## config.mk

```make
export PLATFORM = sky130hd
export DESIGN_NAME = cnt_sweep_ctrl
export DESIGN_NICKNAME = d
export VERILOG_FILES = /design/src/rtl/cnt_sweep_pkg.sv /design/src/rtl/cnt_sweep_ctrl.sv
export SDC_FILE = /design/constraint.sdc
export NUM_CORES = 1
export LEC_CHECK = 0
export CORE_AREA = 8 8 70 72
export CTS_CLUSTER_SIZE = 10
export DETAILED_ROUTE_END_ITERATION = 16
export DIE_AREA = 0 0 78 80
export GPL_TIMING_DRIVEN = 0
export PLACE_DENSITY = 0.78
export SLEW_MARGIN = 20
export SYNTH_ARGS = -nofsm -noshare
export SYNTH_HDL_FRONTEND = slang
export SYNTH_SLANG_ARGS = --single-unit
export TNS_END_PERCENT = 30
```

## constraint.sdc

```tcl
create_clock -name cp -period 3.1 [get_ports cp]
set_input_delay 0.465 -clock cp [delete_from_list [all_inputs] [get_ports cp]]
set_output_delay 0.465 -clock cp [all_outputs]
set_load 0.02 [all_outputs]
```

## src/rtl/cnt_sweep_pkg.sv

```systemverilog
// Shared types and constants for the counter sweep sequencer.
package cnt_sweep_pkg;
   typedef enum logic [1:0] {IDLE, LOAD, UP, DOWN} state_t;
   localparam int         WIDTH_DEF = 4;
   localparam logic [7:0] SWEEP_MAX = 8'd255;
endpackage

```

## src/rtl/cnt_sweep_ctrl.sv

```systemverilog
// Drives the reversible lab counter through lo->hi->lo sweeps.
// Optional wrap/carry sanity check enabled with CNT_SWEEP_WRAPCHK_EN.
module cnt_sweep_ctrl
   import cnt_sweep_pkg::*;
#(
   parameter int WIDTH = WIDTH_DEF
) (
   input  logic             cp,
   input  logic             rst,
   input  logic             start,
   input  logic             stop,
   input  logic [WIDTH-1:0] lo,
   input  logic [WIDTH-1:0] hi,
   input  logic [7:0]       reps,
   input  logic [WIDTH-1:0] Q,
   input  logic             Mm,
   input  logic             RCO_,
   output logic             ct_,
   output logic             ld_,
   output logic             mode,
   output logic [WIDTH-1:0] D,
   output logic             busy,
   output logic             done,
   output logic             err,
   output logic             fault,
   output logic [7:0]       sweeps
);
   state_t           state;
   logic [WIDTH-1:0] lo_q, hi_q;
   logic [7:0]       reps_q, sweeps_q, sweeps_inc;
   logic             chk, stop_pend, done_q, err_q;
   logic             at_hi, at_lo, finish;

   assign at_hi      = (Q == hi_q);
   assign at_lo      = (Q == lo_q);
   assign sweeps_inc = (sweeps_q == SWEEP_MAX) ? sweeps_q : sweeps_q + 8'd1;
   assign finish     = stop_pend || (reps_q != 8'd0 && sweeps_inc == reps_q);

   assign ld_    = (state != LOAD);
   assign busy   = (state != IDLE);
   assign done   = done_q;
   assign err    = err_q;
   assign D      = lo_q;
   assign sweeps = sweeps_q;

   // Direction turns in the same cycle the bound is seen, so no value repeats.
   always_comb begin
      ct_  = 1'b1;
      mode = 1'b0;
      case (state)
         UP: begin
            ct_  = 1'b0;
            mode = at_hi;
         end
         DOWN: begin
            if (at_lo) begin
               ct_  = finish;
               mode = 1'b0;
            end else begin
               ct_  = 1'b0;
               mode = 1'b1;
            end
         end
         default: begin
            ct_  = 1'b1;
            mode = 1'b0;
         end
      endcase
   end

   always_ff @(posedge cp) begin
      if (rst) begin
         state     <= IDLE;
         lo_q      <= '0;
         hi_q      <= '0;
         reps_q    <= '0;
         sweeps_q  <= '0;
         chk       <= 1'b0;
         stop_pend <= 1'b0;
         done_q    <= 1'b0;
         err_q     <= 1'b0;
      end else begin
         done_q <= 1'b0;
         err_q  <= 1'b0;
         if (busy && stop) stop_pend <= 1'b1;
         case (state)
            IDLE: begin
               // Bounds are checked the cycle after they are captured.
               if (chk) begin
                  chk <= 1'b0;
                  if (lo_q >= hi_q) begin
                     err_q <= 1'b1;
                  end else begin
                     sweeps_q <= '0;
                     state    <= LOAD;
                  end
               end else if (start) begin
                  lo_q   <= lo;
                  hi_q   <= hi;
                  reps_q <= reps;
                  chk    <= 1'b1;
               end
            end
            LOAD: state <= UP;
            UP:   if (at_hi) state <= DOWN;
            DOWN: begin
               if (at_lo) begin
                  sweeps_q <= sweeps_inc;
                  if (finish) begin
                     state     <= IDLE;
                     done_q    <= 1'b1;
                     stop_pend <= 1'b0;
                  end else begin
                     state <= UP;
                  end
               end
            end
            default: state <= IDLE;
         endcase
      end
   end

`ifdef CNT_SWEEP_WRAPCHK_EN
   logic fault_q, wrap_bad;
   // A carry or max/min flag before reaching the target bound means the counter misbehaved.
   assign wrap_bad = ((state == UP && !at_hi) || (state == DOWN && !at_lo)) && (!RCO_ || Mm);
   always_ff @(posedge cp) begin
      if (rst)           fault_q <= 1'b0;
      else if (wrap_bad) fault_q <= 1'b1;
   end
   assign fault = fault_q;
`else
   logic unused_flags;
   assign unused_flags = ^{Mm, RCO_};
   assign fault        = 1'b0;
`endif
endmodule

```

* Word level (Yosys, flattened, before mapping)
Cells that the tools add are included.
** Word-level totals
- RAM bits :: 0
- Output and inout bits :: 19
- Memories :: 0
- Memory bits (read-only) :: 0
- Latch bits :: 0
- Logic and storage cells :: 62
- Register bits :: 30
- Bits of input ports :: 26
** Operators by class
- Divide/modulo/power cells :: 0
- Shift-type cells :: 0
- $add $sub $neg :: 1
- Reductions and logical operators :: 12
- Bitwise operators :: 4
- Magnitude comparators :: 1
- Muxes and demuxes :: 23
- $mul :: 0
- Equality and inequality tests :: 12
** Operators with widths (number)
- 8-bit 2-to-1 mux :: 4
- 8-bit one-hot mux with 2 select lines :: 1
- 1-bit 2-to-1 mux :: 10
- 2-bit 2-to-1 mux :: 5
- 8-bit by 1-bit adder with 8-bit output (second input constant) :: 1
- 4-bit equality test :: 2
- 8-bit equality test :: 1
- 8-bit equality test (second input constant) :: 1
- 2-bit inequality test (second input constant) :: 4
- 2-bit one-hot mux with 4 select lines :: 1
- 4-bit AND reduction :: 2
- 8-bit nonzero test :: 1
- 3-bit OR reduction :: 2
- 2-bit equality test (second input constant) :: 2
- 4-bit >= comparator :: 1
- 1-bit NOT :: 4
- 1-bit one-hot mux with 2 select lines :: 2
- 2-bit nonzero test :: 2
- 3-bit AND reduction :: 1
- 2-bit by 1-bit equality test with 1-bit output (second input constant) :: 1
- 1-bit logical AND :: 2
- 2-bit zero test :: 1
- 2-bit by 1-bit inequality test with 1-bit output (second input constant) :: 1
- 1-bit logical OR :: 1

* Depth between registers and ports, before layout
Gate-level depths: netlist of the first run.
- Word-level depth :: 8
- Mapped depth :: 9

* Worst setup path before layout of the first run
OpenSTA, ideal clock, no wires.
- Path type :: flip-flop to output port
- Start :: reg sweeps_q[0] (netlist: sweeps[0])
- End :: out ct_
- Required time :: 2635 ps
- Arrival :: 2567 ps
- Path slack :: 68 ps
- Stages on the path, launching flop included :: 10
- Path through :: dfxtp_1 ha_1 buf_6 and3_4 buf_6 a31oi_4 nor3_1 or4_4 or4_1 nand3_1
** Between the ends
- Longest elaborated chain between the ends :: 7
- Elaborated cells between the ends (all ways) :: 8
- Those cells by class :: 1 x add/sub; 2 x eq/ne; 3 x mux; 2 x reduce/logical
** RTL lines
- start: declaration :: RTL line cnt_sweep_ctrl.sv:30 : logic [7:0] reps_q, sweeps_q, sweeps_inc;
- start signal: assignment :: RTL line cnt_sweep_ctrl.sv:108 : sweeps_q <= sweeps_inc;
- 8-bit by 1-bit adder with 8-bit output / 8-bit equality test (equally long branches) :: RTL line cnt_sweep_ctrl.sv:36 : assign sweeps_inc = (sweeps_q == SWEEP_MAX) ? sweeps_q : sweeps_q + 8'd1;
- 8-bit 2-to-1 mux * :: RTL line cnt_sweep_ctrl.sv:36
- 8-bit equality test * :: RTL line cnt_sweep_ctrl.sv:37 : assign finish = stop_pend || (reps_q != 8'd0 && sweeps_inc == reps_q);
- 1-bit logical AND * :: RTL line cnt_sweep_ctrl.sv:37
- 1-bit logical OR * :: RTL line cnt_sweep_ctrl.sv:37
- 1-bit 2-to-1 mux * :: RTL line cnt_sweep_ctrl.sv:56 : if (at_lo) begin
- 1-bit one-hot mux with 2 select lines * :: RTL line cnt_sweep_ctrl.sv:50 : case (state)
- end: declaration :: RTL line cnt_sweep_ctrl.sv:18 : output logic ct_,
Mark *: on every way between the ends. The rest lies on a longest branch, timed or not.

* Worst setup path in the final report of the first run
Same ends and word-level chain as after synthesis.

==> out/qor.csv, run 1 <==
stage,metric,value,unit
synthesis,synthesized instance count,242,
synthesis,Yosys top cell by area,dfxtp_1,
grt,largest net degree at the start of global routing,11,
detailed_routing,First-pass DRT Iterations,4,
clocking,clock latency on the worst-skew pair,0.28,ns
grt,gr ovfl total,0,
timing,Worst-Margin Slew,0.578,ns
power_and_ir_drop,Max VDD drop,316,uV
synthesis,Synth area leaders,"dfxtp_1, nand2_1, a21oi_1, ha_1, nor2_1",
placement,placed insts,332,
synthesis,dominant combinational cell family by area after synthesis,simple AND/OR/NAND/NOR gates,
clocking,total CTS buffers,5,
timing,hold_ws,0.482,ns
floorplan,io pins,45,
run,Max-Cap Viols,0,
synthesis,Synth Area in Simple Gates,30.1,%
critical_path,worst-path fanout max,5,
clocking,CTS Sinks,30,
detailed_routing,Via Count,1865,
synthesis,total number of yosys warnings,0,
detailed_routing,post-detailed-route wirelength per cell,13.9,um
timing,worst clock skew,0.00514,ns
timing,Peak Freq,326,MHz
synthesis,post-synthesis xor/xnor area fraction,5.82,%
synthesis,Synth Cell Area,1810,um2
synthesis,syn_area_per_cell,7.47,um2
grt,vias in the first global route,1780,
floorplan,core region area,3860,um2
detailed_routing,Routed Antenna Nets,0,
critical_path,worst endpoint required time,2.63,ns
synthesis,multiplexer area fraction after synthesis,0.554,%
synthesis,Post-Syn Nets,273,
hold_path,type of the tightest min-delay check,reg -> reg,
placement,GPL Wtd Cong,0.905,
critical_path,CP Launch Type,flop,
clocking,clock root buffer master,clkbuf_8,
synthesis,Yosys reg bits,30,
clocking,# hold bufs at CTS,0,
power_and_ir_drop,Leak,0.922,nW
critical_path,Critical Path AT,2.60,ns
synthesis,sequential share of the synthesized area,33.2,%
detailed_routing,1st-iter DRT viols,112,
grt,initial antenna violation count,0,
floorplan,Die Y,80,um
clocking,CTS tree,yes,
cells_and_area,non-filler cells in the finished layout,346,
timing,Tmin final,3.06,ns
timing,final setup vio count,0,
cells_and_area,final net count,326,
detailed_routing,Remaining DRCs,0,
synthesis,Unique masters post-synth,44,
floorplan,Starting Density,46.9,%
synthesis,Main synth FF type,dfxtp_1,
synthesis,number of synthesized flops with an enable pin,0,
synthesis,most frequent cell after synthesis,nand2_1,
synthesis,compound-gate portion of the synthesized area,19.4,%
timing,Final Max Tran Viols,0,
timing,Max-slew headroom,60.9,%
critical_path,Crit Path Category,reg -> out,
synthesis,synth cell count leaders,"nand2_1, a21oi_1, dfxtp_1, nor2_1",
synthesis,Post-Synth Adder-Cell Area,3.46,%
cells_and_area,diode count,0,
grt,first-pass GRT wire length,8.06,mm
placement,Final HPWL DP,3.48,mm
grt,GR Util All Layers,15.5,%
critical_path,Critical Path End Type,output port,
placement,I/O Buffers,40,
timing,Final Cycle Share,98.8,%
run_status,status,completed,
floorplan,FP Rows,23,
detailed_routing,"wirelength, routed",4.80,mm
timing,RSZ-0062 raised after global routing,yes,
power_and_ir_drop,pwr dens,374,nW/um2
clocking,"CTS clk-pin slew, worst paths",0.06,ns
timing,endpoints failing hold,0,
timing,total negative setup slack,0,ns
floorplan,die width,78,um
cells_and_area,layout cell share with drive strength beyond 1,13.9,%
cells_and_area,Syn-to-layout area delta,38.9,%
detailed_routing,Via density,5.39,
clocking,clock tree buffer depth,2,
synthesis,Post-synth ARST share,0,%
synthesis,Synth top area share,33.2,%
clocking,Max H-tree Level,2,
floorplan,die area,6240,um2
==> layout by cell type (no fill, tap or decap), types with 2 or more instances in the layout <==
cell type        netlist  final
o21ai_0                5      5
and2_1                 5      4
nand4_1                3      3
clkdlybuf4s50_1        0     37
nor2_1                14     14
inv_1                  9      9
a211oi_1               3      3
nand3_4                0      2
or2_2                  2      2
o32a_1                 2      2
buf_4                  1      9
dlymetal6s2s_1         0      2
xnor2_1                6      6
ha_1                   5      4
nand2_1               51     50
dfxtp_4                0      2
dfxtp_1               30     28
clkbuf_8               0      6
or4_4                  1      2
o211ai_1               2      2
a22oi_1                3      3
xor2_1                 6      6
a21oi_1               33     33
nand2b_1               3      3
nor3_1                 8      7
buf_6                  4      3
clkbuf_1               8      9
and3_1                 2      2
nand3_1                9      6
nor4_1                 5      4
==> logic make-up (layout without fill, tap and decap cells) <==
group / Yosys count / count (layout)
buffers and inverters: 25 / 79
DFF: 30 / 30
adders and majority gates: 5 / 5
AOI/OAI and AO/OA: 56 / 56
other: 1 / 1
xor gates and xnor gates: 12 / 12
and+or+nand+nor: 112 / 112
muxes: 1 / 1
==> layout make-up <==
type                       count  area [um2]
timing repair buffer          48         479
sequential                    30         608
multi-input combinational    187        1150
buffer                        14        80.1
fill                         356        1350
clock buffer                   7        86.3
inverter                       9        33.8
tap                           50        62.6
clock inverter                 1        5.00
==> registers in the layout, summed over array words and instances, names as in the netlist <==
signal	cells
hi_q	4
D	4
stop_pend	1
done	1
reps_q	8
chk	1
sweeps	8
state	2
err	1
==> routing by layer <==
layer / vias to the layer above / part of all wire [%] / global-route usage, %
met5: - / 0 / 0
met4: 0 / 2.0 / 5.93
met3: 9 / 4.8 / 4.62
met2: 53 / 47 / 24.9
met1: 850 / 46 / 19.1
li1: 953 / - / -
==> worst max-delay path, stage by stage (launching register included) <==
cell,delay [ns]
dfxtp_4,0.35
ha_4,0.16
and3_4,0.20
a31oi_4,0.21
nor3_2,0.06
or4_4,0.54
or4_4,0.57
nand3_4,0.11
buf_6,0.12
==> power breakdown <==
group	switching (mW)	internal [mW]
logic	0.0988	0.0919
clock network	0.141	0.179
registers	0.0230	0.405
total	0.263	0.676
==> repair_timing <==
action | in CTS | in global routing
endpoints found under the setup margin | 1 | 1
pin swaps | 4 | 7
gates cloned | 0 | 0
endpoints found under the hold margin | 0 | 0
gates resized for setup | 16 | 15
setup buffers | 5 | 3
==> stage by stage <==
step	total power [mW]	area, um2	worst slack [ns]	util, %
floorplan	0.546	1810	0.0679	-
global placement	0.618	2270	-0.641	58.9
detailed placement	0.620	2270	-0.620	58.9
CTS	0.941	2440	0.00724	63.2
global route	0.989	2510	-0.0214	65.1
finish	0.939	2510	0.0358	65.1
==> worst paths after layout <==
kind,startpoint,cells after the start,end,slack [ns]
worst max-delay path,sweeps[0],8,ct_,0.04
worst min-delay path,hi_q[2],2,hi_q[2],0.48
worst max register to register,sweeps[0],7,done,0.73
worst min register to register,hi_q[2],2,hi_q[2],0.48
Power figures use the tool's default switching activity.
==> run 2: changes to the inputs <==
--- a/config.mk
+++ b/config.mk
@@ -9,6 +9,7 @@
 export CTS_CLUSTER_SIZE = 10
 export DETAILED_ROUTE_END_ITERATION = 16
 export DIE_AREA = 0 0 78 80
+export GPL_ROUTABILITY_DRIVEN = 0
 export GPL_TIMING_DRIVEN = 0
 export PLACE_DENSITY = 0.78
 export SLEW_MARGIN = 20
==> run 2 against run 1 <==
Effect of this change:
- via count up 2.2%
- critical endpoint unchanged
- routed wire length is 1.9% higher
- combinational power down 2%
==> out/qor.csv, run 2 (synthesis results as in run 1) <==
stage,metric,value,unit,change
cells_and_area,most frequent cells in the layout,"nand2_1, clkdlybuf4s50_1, a21oi_1, dfxtp_1, nor2_1",,
timing,final setup vio count,0,,unchanged
detailed_routing,post-detailed-route wirelength per cell,14.0,um,+1.0%
floorplan,die area,6240,um2,unchanged
timing,Worst-Margin Slew,0.607,ns,+0.0288 ns
timing,worst clock skew,0.00616,ns,+0.00102 ns
floorplan,FP Rows,23,,unchanged
grt,first-pass GRT wire length,8.36,mm,+3.8%
detailed_routing,Via Count,1906,,+2.2%
floorplan,core region area,3860,um2,unchanged
grt,vias in the first global route,1839,,+3.3%
placement,placed insts,332,,unchanged
timing,Final Cycle Share,98.1,%,-0.79 points
floorplan,io pins,45,,unchanged
critical_path,Critical Path AT,2.57,ns,-0.03 ns
grt,GR Util All Layers,16.3,%,+0.80 points
timing,Tmin final,3.04,ns,-0.0245 ns
placement,I/O Buffers,40,,unchanged
grt,largest net degree at the start of global routing,11,,unchanged
clocking,CTS Sinks,30,,unchanged
detailed_routing,Routed Antenna Nets,0,,unchanged
hold_path,hold_sp,chk,,
critical_path,Crit. Startpoint,sweeps[4],,
power_and_ir_drop,Leak,0.940,nW,+2.1%
cells_and_area,register area,608,um2,unchanged
detailed_routing,Via density,5.46,,+1.3%
clocking,"CTS clk-pin slew, worst paths",0.06,ns,about the same
timing,Max-slew headroom,59.0,%,-1.9 points
floorplan,Die Y,80,um,unchanged
run_status,status,completed,,
clocking,clock tree buffer depth,2,,unchanged
clocking,clock latency on the worst-skew pair,0.28,ns,about the same
clocking,Max H-tree Level,2,,unchanged
timing,total negative setup slack,0,ns,unchanged
detailed_routing,1st-iter DRT viols,258,,+130%
run,Max-Cap Viols,0,,unchanged
critical_path,worst-path fanout max,10,,+5
detailed_routing,First-pass DRT Iterations,4,,unchanged
critical_path,worst endpoint required time,2.63,ns,about the same
detailed_routing,"wirelength, routed",4.89,mm,+1.9%
cells_and_area,layout cell share with drive strength beyond 1,14.7,%,+0.86 points
detailed_routing,Remaining DRCs,0,,unchanged
critical_path,Crit Path Category,reg -> out,,
floorplan,die width,78,um,unchanged
cells_and_area,multi-input logic area,1160,um2,+0.11%
clocking,total CTS buffers,5,,unchanged
placement,Final HPWL DP,3.52,mm,+1.1%
power_and_ir_drop,Max VDD drop,291,uV,-8.0%
clocking,clock root buffer master,clkbuf_8,,
clocking,CTS tree,yes,,
placement,placed cell areas,2270,um2,unchanged
cells_and_area,"most common cell after layout, fill and taps aside",nand2_1,,
cells_and_area,FILL cells,350,,-1.7%
clocking,# hold bufs at CTS,0,,unchanged
cells_and_area,non-filler cells in the finished layout,349,,+0.87%
cells_and_area,"final std cell area, no fill",2540,um2,+1.1%
critical_path,r2r startpoint,sweeps[4],,
critical_path,CP Launch Type,flop,,
cells_and_area,Syn-to-layout area delta,40.5,%,
cells_and_area,diode count,0,,unchanged
timing,endpoints failing hold,0,,unchanged
timing,Final Max Tran Viols,0,,unchanged
timing,Peak Freq,329,MHz,+0.80%
hold_path,type of the tightest min-delay check,reg -> reg,,
grt,gr ovfl total,0,,unchanged
cells_and_area,final net count,329,,+0.92%
floorplan,Starting Density,46.9,%,unchanged
critical_path,Critical Path End Type,output port,,
grt,initial antenna violation count,0,,unchanged
power_and_ir_drop,pwr dens,393,nW/um2,+5.2%
## run 2: cell types whose count changed in the layout (fill, tap and decap cells not counted), sizes merged
cell,previous run,this run
clkbuf,16,15
buf,14,18
bufinv,0,1
dlymetal6s2s,2,0
clkdlybuf4s50,37,39
clkinv,1,0
## run 2: through the flow
step	hold slack, ns	worst slack [ns]	total power, mW	util, %
finish	0.478	0.0603	0.998	65.8
global route	0.513	-0.0374	1.05	65.8
CTS	0.481	0.000413	1.01	63.5
detailed placement	0.472	-0.690	0.621	58.9
global placement	0.471	-0.643	0.617	58.9
floorplan	0.453	0.0679	0.546	-
## run 2: power breakdown
part | switching [mW] | leakage, nW | internal [mW] | total [mW]
logic | 0.0954 | 0.642 | 0.0921 | 0.187
clock network | 0.143 | 0.0524 | 0.240 | 0.383
registers | 0.0226 | 0.246 | 0.405 | 0.428
total | 0.261 | 0.940 | 0.737 | 0.998
## run 2: worst paths after layout
kind | end | slack (ns) | cells past startpoint
setup / recovery | ct_ | 0.06 | 8
hold / removal | chk | 0.48 | 2
setup reg to reg | done | 0.71 | 7
hold reg to reg | chk | 0.48 | 2
## run 2: critical path, cell delays in order (launching register included)
cell and delay, ns:
dfxtp_1 0.35, buf_4 0.19, nand3_2 0.14, nor3_4 0.24, nor3_2 0.07, or4_4 0.54, or4_4 0.56, nand3_2 0.10
buf_6 0.12
## run 2: repair_timing
action / in CTS / in global routing
pin swaps: 5 / 7
buffers inserted: 7 / 4
endpoints found under the setup margin: 1 / 1
gates resized for setup: 14 / 19
## run 2: final cells by class
cell class	count	area share, %
repair buffers	51	19.2
multi-input cells	187	45.5
plain buffers	14	3.30
flip-flops and latches	30	24.0
well taps	50	2.46
clock buffers	7	3.01
clock inverters	1	1.18
inverters	9	1.33
## run 2: metal layers
| layer | vias up | global-route usage (%) | wire length, um |
|---|---|---|---|
| li1 | 954 | - | - |
| met1 | 868 | 19.5 | 2190 |
| met2 | 77 | 26.4 | 2260 |
| met3 | 7 | 6.19 | 384 |
| met4 | 0 | 5.19 | 57 |
| met5 | - | 0 | 0 |
